<file path="config.mk">
export PLATFORM = sky130hd
export DESIGN_NAME = piso_serializer_flat
export DESIGN_NICKNAME = d
export VERILOG_FILES = /design/src/rtl/serial_pkg.sv /design/src/rtl/piso_serializer_if.sv /design/src/rtl/piso_serializer.sv /design/src/flat_wrapper.sv
export SDC_FILE = /design/constraint.sdc
export NUM_CORES = 1
export LEC_CHECK = 0
export ABC_AREA = 1
export BUFFER_PORTS_ARGS = -buffer_cell sky130_fd_sc_hd__buf_4
export CAP_MARGIN = 20
export CORE_AREA = 3 3 40 42
export CTS_CLUSTER_SIZE = 20
export DETAILED_ROUTE_END_ITERATION = 16
export DIE_AREA = 0 0 43 45
export PLACE_DENSITY = 0.71
export SETUP_SLACK_MARGIN = 0.4
export SLEW_MARGIN = 20
export SYNTH_ARGS = -nofsm -noshare
export SYNTH_HDL_FRONTEND = slang
export SYNTH_SLANG_ARGS = --single-unit
</file>
<file path="constraint.sdc">
create_clock -name clk -period 1.28 [get_ports clk]
set_input_delay 0.128 -clock clk [delete_from_list [all_inputs] [get_ports clk]]
set_output_delay 0.128 -clock clk [all_outputs]
set_load 0.005 [all_outputs]
</file>
<file path="src/rtl/serial_pkg.sv">
// Shared definitions for the serial front-end blocks: FSM state encoding,
// frame-length rule and a constant-foldable ceil(log2) helper.
// Optional build macro: PISO_PARITY_EN (appends an even-parity bit per frame).
package serial_pkg;

  typedef enum logic {
    S_IDLE  = 1'b0,
    S_SHIFT = 1'b1
  } state_e;

  // Bits per frame: data bits, plus one parity bit when enabled.
  function automatic int unsigned frame_len(input int unsigned width);
`ifdef PISO_PARITY_EN
    return width + 1;
`else
    return width;
`endif
  endfunction

  // ceil(log2(v)); returns 0 for v <= 1.
  function automatic int unsigned clog2(input int unsigned v);
    int unsigned r;
    r = 0;
    for (int unsigned i = 0; i < 32; i++) begin
      if ((64'd1 << i) < 64'(v)) r = i + 1;
    end
    return r;
  endfunction

endpackage

</file>
<file path="src/rtl/piso_serializer_if.sv">
// Word-level valid/ready handshake into the serializer.
// master = upstream word source, slave = serializer.
interface piso_serializer_if #(
  parameter int unsigned WIDTH = 8
);
  logic             in_valid;
  logic             in_ready;
  logic [WIDTH-1:0] in_data;

  modport master (output in_valid, output in_data, input in_ready);
  modport slave  (input in_valid, input in_data, output in_ready);
endinterface

</file>
<file path="src/rtl/piso_serializer.sv">
// Parallel-in/serial-out stage feeding a serial sequence detector.
// Accepts WIDTH-bit words over valid/ready, emits one registered bit per
// clock with bit_valid/last_bit framing; back-to-back words are gapless.
// Optional build macro: PISO_PARITY_EN (one even-parity bit after the data).
module piso_serializer
  import serial_pkg::*;
#(
  parameter int unsigned WIDTH     = 8,
  parameter bit          MSB_FIRST = 1'b1
) (
  input  logic                 clk,
  input  logic                 rst_n,
  piso_serializer_if.slave     up,
  output logic                 ser_out,
  output logic                 bit_valid,
  output logic                 last_bit,
  output logic                 busy
);

  localparam int unsigned FRAME    = frame_len(WIDTH);
  localparam int unsigned CW       = (clog2(FRAME) < 1) ? 1 : clog2(FRAME);
  localparam logic [CW-1:0] LAST_CNT = CW'(FRAME - 1);

  state_e           state_q, state_d;
  logic [WIDTH-1:0] shreg_q, shreg_d;
  logic [CW-1:0]    cnt_q,   cnt_d;
  logic             ser_q,   ser_d;
  logic             vld_q,   vld_d;
  logic             last_q,  last_d;
  logic             xfer;
`ifdef PISO_PARITY_EN
  logic             par_q,   par_d;
`endif

  // Bit presented next from a word, honouring the configured bit order.
  function automatic logic head_bit(input logic [WIDTH-1:0] w);
    return MSB_FIRST ? w[WIDTH-1] : w[0];
  endfunction

  // Word with its head bit consumed.
  function automatic logic [WIDTH-1:0] shift_word(input logic [WIDTH-1:0] w);
    return MSB_FIRST ? {w[WIDTH-2:0], 1'b0} : {1'b0, w[WIDTH-1:1]};
  endfunction

  // Ready while idle, or on the final bit so the next word follows with no gap.
  always_comb begin
    up.in_ready = (state_q == S_IDLE) || ((state_q == S_SHIFT) && last_q);
    xfer        = up.in_valid && up.in_ready;
  end

  // State register.
  always_ff @(posedge clk or negedge rst_n) begin
    if (!rst_n) state_q <= S_IDLE;
    else        state_q <= state_d;
  end

  // Next-state logic: enter SHIFT on a transfer, leave only after an unreloaded last bit.
  always_comb begin
    state_d = state_q;
    case (state_q)
      S_IDLE:  if (xfer) state_d = S_SHIFT;
      S_SHIFT: if (last_q && !xfer) state_d = S_IDLE;
      default: state_d = S_IDLE;
    endcase
  end

  // Output/datapath next values: the first bit is presented in the cycle right
  // after the accepting edge, so the load path drives ser_d directly from
  // in_data and the shift register keeps only the not-yet-sent bits.
  always_comb begin
    shreg_d = '0;
    cnt_d   = '0;
    ser_d   = 1'b0;
    vld_d   = 1'b0;
    last_d  = 1'b0;
`ifdef PISO_PARITY_EN
    par_d   = par_q;
`endif
    if (xfer) begin
      shreg_d = shift_word(up.in_data);
      cnt_d   = '0;
      ser_d   = head_bit(up.in_data);
      vld_d   = 1'b1;
      last_d  = 1'b0;
`ifdef PISO_PARITY_EN
      par_d   = ^up.in_data;
`endif
    end else if ((state_q == S_SHIFT) && !last_q) begin
      shreg_d = shift_word(shreg_q);
      cnt_d   = cnt_q + CW'(1);
      ser_d   = head_bit(shreg_q);
`ifdef PISO_PARITY_EN
      if (cnt_d == LAST_CNT) ser_d = par_q;
`endif
      vld_d   = 1'b1;
      last_d  = (cnt_d == LAST_CNT);
    end
  end

  // Datapath and framing registers; reset drops any frame in flight.
  always_ff @(posedge clk or negedge rst_n) begin
    if (!rst_n) begin
      shreg_q <= '0;
      cnt_q   <= '0;
      ser_q   <= 1'b0;
      vld_q   <= 1'b0;
      last_q  <= 1'b0;
`ifdef PISO_PARITY_EN
      par_q   <= 1'b0;
`endif
    end else begin
      shreg_q <= shreg_d;
      cnt_q   <= cnt_d;
      ser_q   <= ser_d;
      vld_q   <= vld_d;
      last_q  <= last_d;
`ifdef PISO_PARITY_EN
      par_q   <= par_d;
`endif
    end
  end

  assign ser_out   = ser_q;
  assign bit_valid = vld_q;
  assign last_bit  = last_q;
  assign busy      = vld_q;

endmodule

</file>
<file path="src/flat_wrapper.sv">
// flat-port wrapper written by rule: the top's interface ports become plain ports
module piso_serializer_flat import serial_pkg::*;
#(
  parameter int unsigned WIDTH     = 8,
  parameter bit          MSB_FIRST = 1'b1
)
  (clk, rst_n, ser_out, bit_valid, last_bit, busy, up_in_valid, up_in_data, up_in_ready);
  piso_serializer_if #(.WIDTH(WIDTH)) up_i ();
  input  logic clk;
  input  logic rst_n;
  output logic ser_out;
  output logic bit_valid;
  output logic last_bit;
  output logic busy;
  input wire logic [$bits(up_i.in_valid)-1:0] up_in_valid;
  input wire logic [$bits(up_i.in_data)-1:0] up_in_data;
  output wire logic [$bits(up_i.in_ready)-1:0] up_in_ready;
  assign up_i.in_valid = up_in_valid;
  assign up_i.in_data = up_in_data;
  assign up_in_ready = up_i.in_ready;
  piso_serializer #(.WIDTH(WIDTH), .MSB_FIRST(MSB_FIRST)) u_core (.clk(clk), .rst_n(rst_n), .up(up_i), .ser_out(ser_out), .bit_valid(bit_valid), .last_bit(last_bit), .busy(busy));
endmodule
</file>
==> Yosys cells after proc, flatten, opt, wreduce, memory -nomap -nowiden <==
Cells that the tools add are included.
{ "totals": {"reg_bits": 15, "in_bits": 11, "out_inout_bits": 5, "wordCells": 29} }
{ "classes": {"add_sub_neg": 1, "n_eq_ne": 1, "n_mux": 13, "n_bitwise": 1, "n_reduce_logical": 7} }
{ "op_table": {"columns": ["operator", "count"], "rows": [
  ["2-to-1 mux 8 bit", 2],
  ["2-to-1 mux 1 bit", 8],
  ["2-to-1 mux 3 bit", 2],
  ["logical AND 1 bit", 4],
  ["adder 3 x 1 -> 3 bit (second input constant)", 1],
  ["== test 3 bit (second input constant)", 1],
  ["logical NOT 1 bit", 2],
  ["one-hot mux 1 bit (2 select lines)", 1],
  ["logical OR 1 bit", 1],
  ["NOT 1 bit", 1]
]} }

==> Longest topological paths before layout <==
Gate-level depths: netlist of the first run.
{ "logic_depth": {"ltp_word": 7, "mapped_depth": 5} }

==> Worst setup path before layout of the first run <==
No wires, ideal clock.
{ "synth_timing": {"path_kind": "register to register", "startpoint": "register u_core.state_q", "endpoint": "register u_core.vld_q (netlist: u_core.bit_valid)", "arrival_ns": 0.796, "path_slack_ns": 0.357, "stages_incl_launch_ff": 4, "n_path_buf": 0, "period_less_slack_ns": 0.923, "cell_sequence": "dfrtp_1 inv_1 nor2_4 or2_2"} }
{ "synth_via": {"elab_chain_len": 4, "word_cells_on_any_way": 7} }
{ "synth_rtl": {"columns": ["element", "line", "rtl"], "rows": [
  ["start, declared", "piso_serializer.sv:24", "state_e state_q, state_d;"],
  ["start signal, assigned", "piso_serializer.sv:54", "else state_q <= state_d;"],
  ["logical AND 1 bit / NOT 1 bit (equally long branches)", null, null],
  ["logical OR 1 bit", "piso_serializer.sv:47", "up.in_ready = (state_q == S_IDLE) || ((state_q == S_SHIFT) && last_q);"],
  ["logical AND 1 bit", "piso_serializer.sv:48", "xfer = up.in_valid && up.in_ready;"],
  ["2-to-1 mux 1 bit *", "piso_serializer.sv:79", "if (xfer) begin"],
  ["named net u_core.vld_d", "piso_serializer.sv:28", "logic vld_q, vld_d;"],
  ["end signal, assigned", "piso_serializer.sv:115", "vld_q <= vld_d;"],
  ["end, declared", "piso_serializer.sv:28", null]
]} }
The timed path passes the listed nets; every way through them passes the cells marked *.

==> Worst setup path after layout of the first run <==
{ "layout_timing": {"startpoint": "register u_core.last_q (netlist: u_core.last_bit)", "endpoint": "output last_bit"} }
{ "layout_lines": {"columns": ["element", "line", "rtl"], "rows": [
  ["start, declared", "piso_serializer.sv:29", "logic last_q, last_d;"],
  ["start signal, assigned", "piso_serializer.sv:116", "last_q <= last_d;"],
  ["end, declared", "flat_wrapper.sv:13", "output logic last_bit;"]
]} }
No word-level cell between the ends.

==> results_dict.tcl, run 1 <==
set metrics [dict create \
    status "finished clean" \
    period_share_pct 83.47 \
    power_mw 2.069 \
    drt_iter0_drc 13 \
    instances_no_fill 94 \
    hold_start "up_in_data[5]" \
    wl_um 1204 \
    crit_required_ns 1.15 \
    synthCells 58 \
    r2r_slack_ns 0.30 \
    fin_tns_setup_ns 0 \
    h-tree-depth 1 \
    ant_nets 0 \
    cts_sinks 14 \
    setup_viol 0 \
    die_w_um 43 \
    grt_max_degree 15 \
    comb_power_share_pct 49.8 \
    ys_types 15 \
    portBuffers 15 \
    core_area_sq_um 1285 \
    start_util_pct 48.39 \
    p_per_area_nw_per_um2 2410 \
    leakage_nw 0.4389 \
    slew_viol_final 0 \
    io_pins 16 \
    dp_cells 85 \
    syn_area_sq_um 621.8 \
    vias 455 \
    rr_startpoint "u_core.state_q" \
    dieHeight_um 45 \
    num-nets-final 93 \
    ys_ff_latch 14 \
    holdPathStages 3 \
    end_kind "output pin" \
    setup_slack_ns 0.2116 \
    drtPass1Iterations 4 \
    finalClockSkew_ns 0.006126 \
    synth_nets 71 \
    drive_gt1_share_pct 54.43 \
    pwr-share-clk_pct 15.5 \
    antennaDiodeCount 0 \
    rsz0062_at_grt "yes" \
    hold_violations 0 \
    grt-ovfl-total 0 \
    clk_latency_ns 0.28 \
    finalCriticalPeriod_ns 1.068 \
    whs_ns 0.06410 \
    cts_buffers 3 \
    final_common_cell "nand2_1" \
    rr_endpoint "u_core.bit_valid" \
    ir_worst_vdd_mv 1.131 \
    layout_common_cells "nand2_1 (15), buf_4 (14), dfrtp_1 (13)" \
    hp-class "primary input to flip-flop" \
    reg2reg_depth 3 \
    path_clk_slew_ns 0.09 \
    grt_use_total_pct 13.17 \
    gp_congestion 0.7122 \
    cp_max_fo 2 \
    cp-start-kind "flip-flop" \
    clockRootBuffer "clkbuf_4" \
    synth-seq-area-share_pct 56.34 \
    via_per_inst 4.840 \
    seq_power_share_pct 34.7 \
    worstMarginPinSlew_ns 0.2133 \
    dieArea_sq_um 1935 \
    internal-power_mw 1.323 \
    grt_antenna_before_repair 0 \
    hpwl_um 699 \
    switchingPower_uw 745.2 \
    max_cap_violations 0 \
    grt_pass1_wl_um 1794 \
    critPathKind "flip-flop to output pin" \
    syn_area_per_cell_sq_um 10.72 \
    rows 13 \
    cts_tree "built" \
    area_delta_synth_final_pct 38.03 \
    wl_per_cell_um 12.81 \
    pre_cts_ws_ns 0.3344 \
    grt_pass1_vias 460 \
    clock_path_buffers 2 \
    max_freq_ghz 0.9360 \
    slew-limit-headroom_pct 85.75 \
    ys.warnings.count 0 \
    min_to "u_core.shreg_q[6]" \
    switching_share_pct 36.03 \
    drc 0 \
    critPathArrivalTime_ns 0.94 \
]
==> per-layer routing <==
metal	GRT usage [%]	routed length, um	share of wire (%)	vias up
met1	12.79	501	42	220
met4	12.65	9	0.75	0
li1	-	-	-	218
met5	0	0	0	-
met3	3.187	61	5.1	2
met2	22.75	631	52	15
==> registers in the layout, summed over array words and instances, names as in the netlist <==
register	cells
u_core.ser_out	1
u_core.bit_valid	1
u_core.shreg_q	7
u_core.last_bit	1
u_core.cnt_q	3
u_core.state_q	1
==> power by group through the flow <==
stage | combinational, mW | clock (mW) | sequential [mW]
CTS | 0.828 | 0.331 | 0.709
detailed placement | 0.630 | 0 | 0.711
finish | 1.03 | 0.320 | 0.718
global placement | 0.621 | 0 | 0.707
global route | 1.11 | 0.345 | 0.731
floorplan | 0.524 | 0 | 0.704
==> critical path, stage by stage, from the launching register on <==
cell and delay (ns):
dfrtp_1 0.39, buf_4 0.15, buf_4 0.13
==> per-stage QoR <==
stage	cell area (sq um)	util, %
6_report	858.3	66.80
5_1_grt	858.3	66.80
4_1_cts	815.8	63.49
3_5_place_dp	711.9	55.40
3_3_place_gp	711.9	55.40
2_1_floorplan	621.8	-
==> how the worst max path moves through the flow <==
stage                                   to  slack, ns  cells after the start             from
after floorplan           u_core.bit_valid       0.38                      3   u_core.state_q
after global placement      u_core.state_q       0.36                      3   u_core.state_q
after detailed placement  u_core.bit_valid       0.33                      3   u_core.state_q
after CTS                         last_bit       0.20                      2  u_core.last_bit
after global routing              last_bit       0.17                      2  u_core.last_bit
final                             last_bit       0.21                      2  u_core.last_bit
==> logic make-up after synthesis <==
group | count (synthesis) | synth area share, %
DFF | 14 | 56.34
and+or+nand+nor | 34 | 29.98
buffers and inverters | 8 | 9.657
adders and majority gates | 2 | 4.024
==> timing repair <==
action,in CTS,in global routing
cloned,0,0
hold buffers,1,0
setup endpoints to repair,10,19
pin swaps,4,3
gates resized for setup,12,5
hold endpoints to repair,14,0
setup buffers,2,2
==> cell usage after synthesis, drive strengths merged <==
cell | instances | area, sq um
nand3 | 8 | 65.06
inv | 5 | 18.76
or2 | 2 | 12.51
nand2 | 18 | 75.07
nor2 | 5 | 26.27
buf | 2 | 27.53
dfrtp | 14 | 350.3
clkbuf | 1 | 13.76
and3 | 1 | 7.510
ha | 2 | 25.02
==> final cells by class <==
| cell class | count | area, sq um |
|---|---|---|
| Clock buffer | 4 | 36.28 |
| Fill cell | 103 | 426.7 |
| Inverter | 5 | 18.77 |
| Multi-Input combinational cell | 36 | 252.7 |
| Sequential cell | 14 | 351.6 |
| Tap cell | 15 | 18.77 |
| Timing Repair Buffer | 20 | 180.2 |
Power figures use the tool's default switching activity.
==> run 2: changes to the inputs <==
==> constraint.sdc (replaced) <==
create_clock -name clk -period 1 [get_ports clk]
set_input_delay 0.1 -clock clk [delete_from_list [all_inputs] [get_ports clk]]
set_output_delay 0.1 -clock clk [all_outputs]
set_load 0.005 [all_outputs]
==> run 2 against run 1 <==
  * The run now ends with setup timing left
  * Clock-buffer cell count stayed put
  * Worst hold slack worse by 0.020 ns
  * Via count down 2.6%
  * Cell count is the same
  * Worst setup slack worse by 0.27 ns
  * Design area increased by 0.58%
  * Non-clock buffer count down 1
  * Routed wire length decreased by 7.5%
  * Flip-flop and latch count unchanged
  * Clock skew is 0.0048 ns lower
  * Global-route usage fell by 0.096 points
  * Critical endpoint is now up_in_ready
  * Largest cell class unchanged
==> results_dict.tcl, run 2 (same netlist as run 1, synthesis figures left out) <==
set metrics [dict create \
    final_common_cell "nand2_1" \
    rows 13 \
    grt_use_total_pct 13.07 \
    drive_gt1_share_pct 54.43 \
    worstMarginPinSlew_ns 0.1758 \
    h-tree-depth 1 \
    period_share_pct 106.0 \
    end_kind "output pin" \
    grt_antenna_before_repair 0 \
    finalClockSkew_ns 0.001295 \
    crit_cells 3 \
    io_pins 16 \
    via_per_inst 4.713 \
    timing.critical_path.buf_inv 2 \
    antennaDiodeCount 0 \
    violations "setup timing" \
    rsz0062_at_grt "yes" \
    slew-limit-headroom_pct 88.28 \
    drtPass1Iterations 4 \
    num-nets-final 93 \
    cts_buffers 3 \
    clockRootBuffer "clkbuf_4" \
    core_area_sq_um 1285 \
    portBuffers 15 \
    hpwl_um 696.9 \
    leakage_nw 0.4432 \
    grt_pass1_wl_um 1738 \
    status "finished, violations left" \
    grt-ovfl-total 0 \
    drt_iter0_drc 4 \
    wl_per_cell_um 11.85 \
    cts_tree "built" \
    dp_cells 85 \
    largest_register_ffs 7 \
    instances_no_fill 94 \
    hold_violations 0 \
    setup_slack_ns -0.06042 \
    ir_worst_vdd_mv 1.500 \
    finalCriticalPeriod_ns 1.060 \
    gp_congestion 0.6848 \
    slew_viol_final 0 \
    start_util_pct 48.39 \
    cp_cell_sequence "inv_2 > nand2_8 > buf_6" \
    utilization_pct 67.19 \
    p_per_area_nw_per_um2 2940 \
    fillCellCount 108 \
    cp-start-kind "flip-flop" \
    max_freq_ghz 0.9430 \
    clock_path_buffers 2 \
    critPathArrivalTime_ns 0.96 \
    top_register "u_core.shreg_q" \
    path_clk_slew_ns 0.08 \
    cp_max_fo 2 \
    slowest_delay_ns 0.41 \
    clk_latency_ns 0.28 \
    largestRegisters "u_core.shreg_q (7), u_core.cnt_q (3)" \
    setup_viol 3 \
    die_w_um 43 \
    layout_common_cells "nand2_1 (14), dfrtp_1 (13), buf_4 (10)" \
    pre_cts_ws_ns 0.07041 \
    crit_required_ns 0.90 \
    grt_max_degree 15 \
    ant_nets 0 \
    vias 443 \
    area_delta_synth_final_pct 38.83 \
    cpMaxStageDelayCell "dfrtp_1" \
    grt_pass1_vias 400 \
    dieHeight_um 45 \
    drc 0 \
    hp-class "primary input to flip-flop" \
    wl_um 1114 \
    r2r_slack_ns 0 \
    cts_sinks 14 \
    holdPathStages 3 \
    critPathKind "flip-flop to output pin" \
    reg2reg_depth 5 \
    crit_family "flip-flops" \
    fin_tns_setup_ns -0.09654 \
    power_mw 2.539 \
    max_cap_violations 0 \
    dieArea_sq_um 1935 \
]
==> run 2: changes by cell type in the layout (fill, tap and decap cells not counted), sizes merged <==
| cell | delta |
|---|---|
| buf | -1 |
| nor2 | +1 |
==> run 2: cell type report <==
class / instances / area, sq um / area share [%]
Inverter: 5 / 18.77 / 2.174
Tap cell: 15 / 18.77 / 2.174
Multi-Input combinational cell: 37 / 254.0 / 29.42
Clock buffer: 4 / 36.28 / 4.203
Sequential cell: 14 / 351.6 / 40.72
Timing Repair Buffer: 19 / 183.9 / 21.30
==> run 2: report_power, final <==
| part | switching, mW | internal [mW] | leakage (nW) |
|---|---|---|---|
| Clock | 0.182 | 0.222 | 0.0210 |
| Sequential | 0.135 | 0.793 | 0.176 |
| Combinational | 0.588 | 0.619 | 0.247 |
==> run 2: worst paths after layout <==
check                             startpoint           endpoint
hold reg to reg            u_core.shreg_q[5]  u_core.shreg_q[6]
min in group asynchronous              rst_n    u_core.cnt_q[2]
setup reg to reg             u_core.last_bit     u_core.ser_out
setup / recovery             u_core.last_bit        up_in_ready
hold / removal                 up_in_data[1]  u_core.shreg_q[2]
max in group asynchronous              rst_n     u_core.state_q
==> run 2: worst min-delay path, cell delays in order <==
cell and delay, ns:
buf_4 0.08, nand3_2 0.06, nand2_1 0.05
==> run 2: per-layer routing <==
metal | wire, um | GRT usage (%)
met5 | 0 | 0
met4 | 41 | 12.65
met2 | 506 | 18.86
met1 | 491 | 15.31
met3 | 75 | 3.984
==> run 2: timing repair <==
action	CTS	global route
hold buffers	1	0
cloned	1	0
endpoints found under the hold margin	14	0
setup endpoints to repair	19	19
resized for setup	9	7
buffers inserted	2	1
pin swaps	1	17
==> run 2: per-stage QoR <==
| stage | instance area (sq um) | hold WS, ns |
|---|---|---|
| 2_1_floorplan | 629.4 | -0.1956 |
| 3_3_place_gp | 719.4 | -0.04178 |
| 3_5_place_dp | 719.4 | -0.04260 |
| 4_1_cts | 823.3 | 0.03516 |
| 5_1_grt | 863.3 | 0.03778 |
| 6_report | 863.3 | 0.04407 |
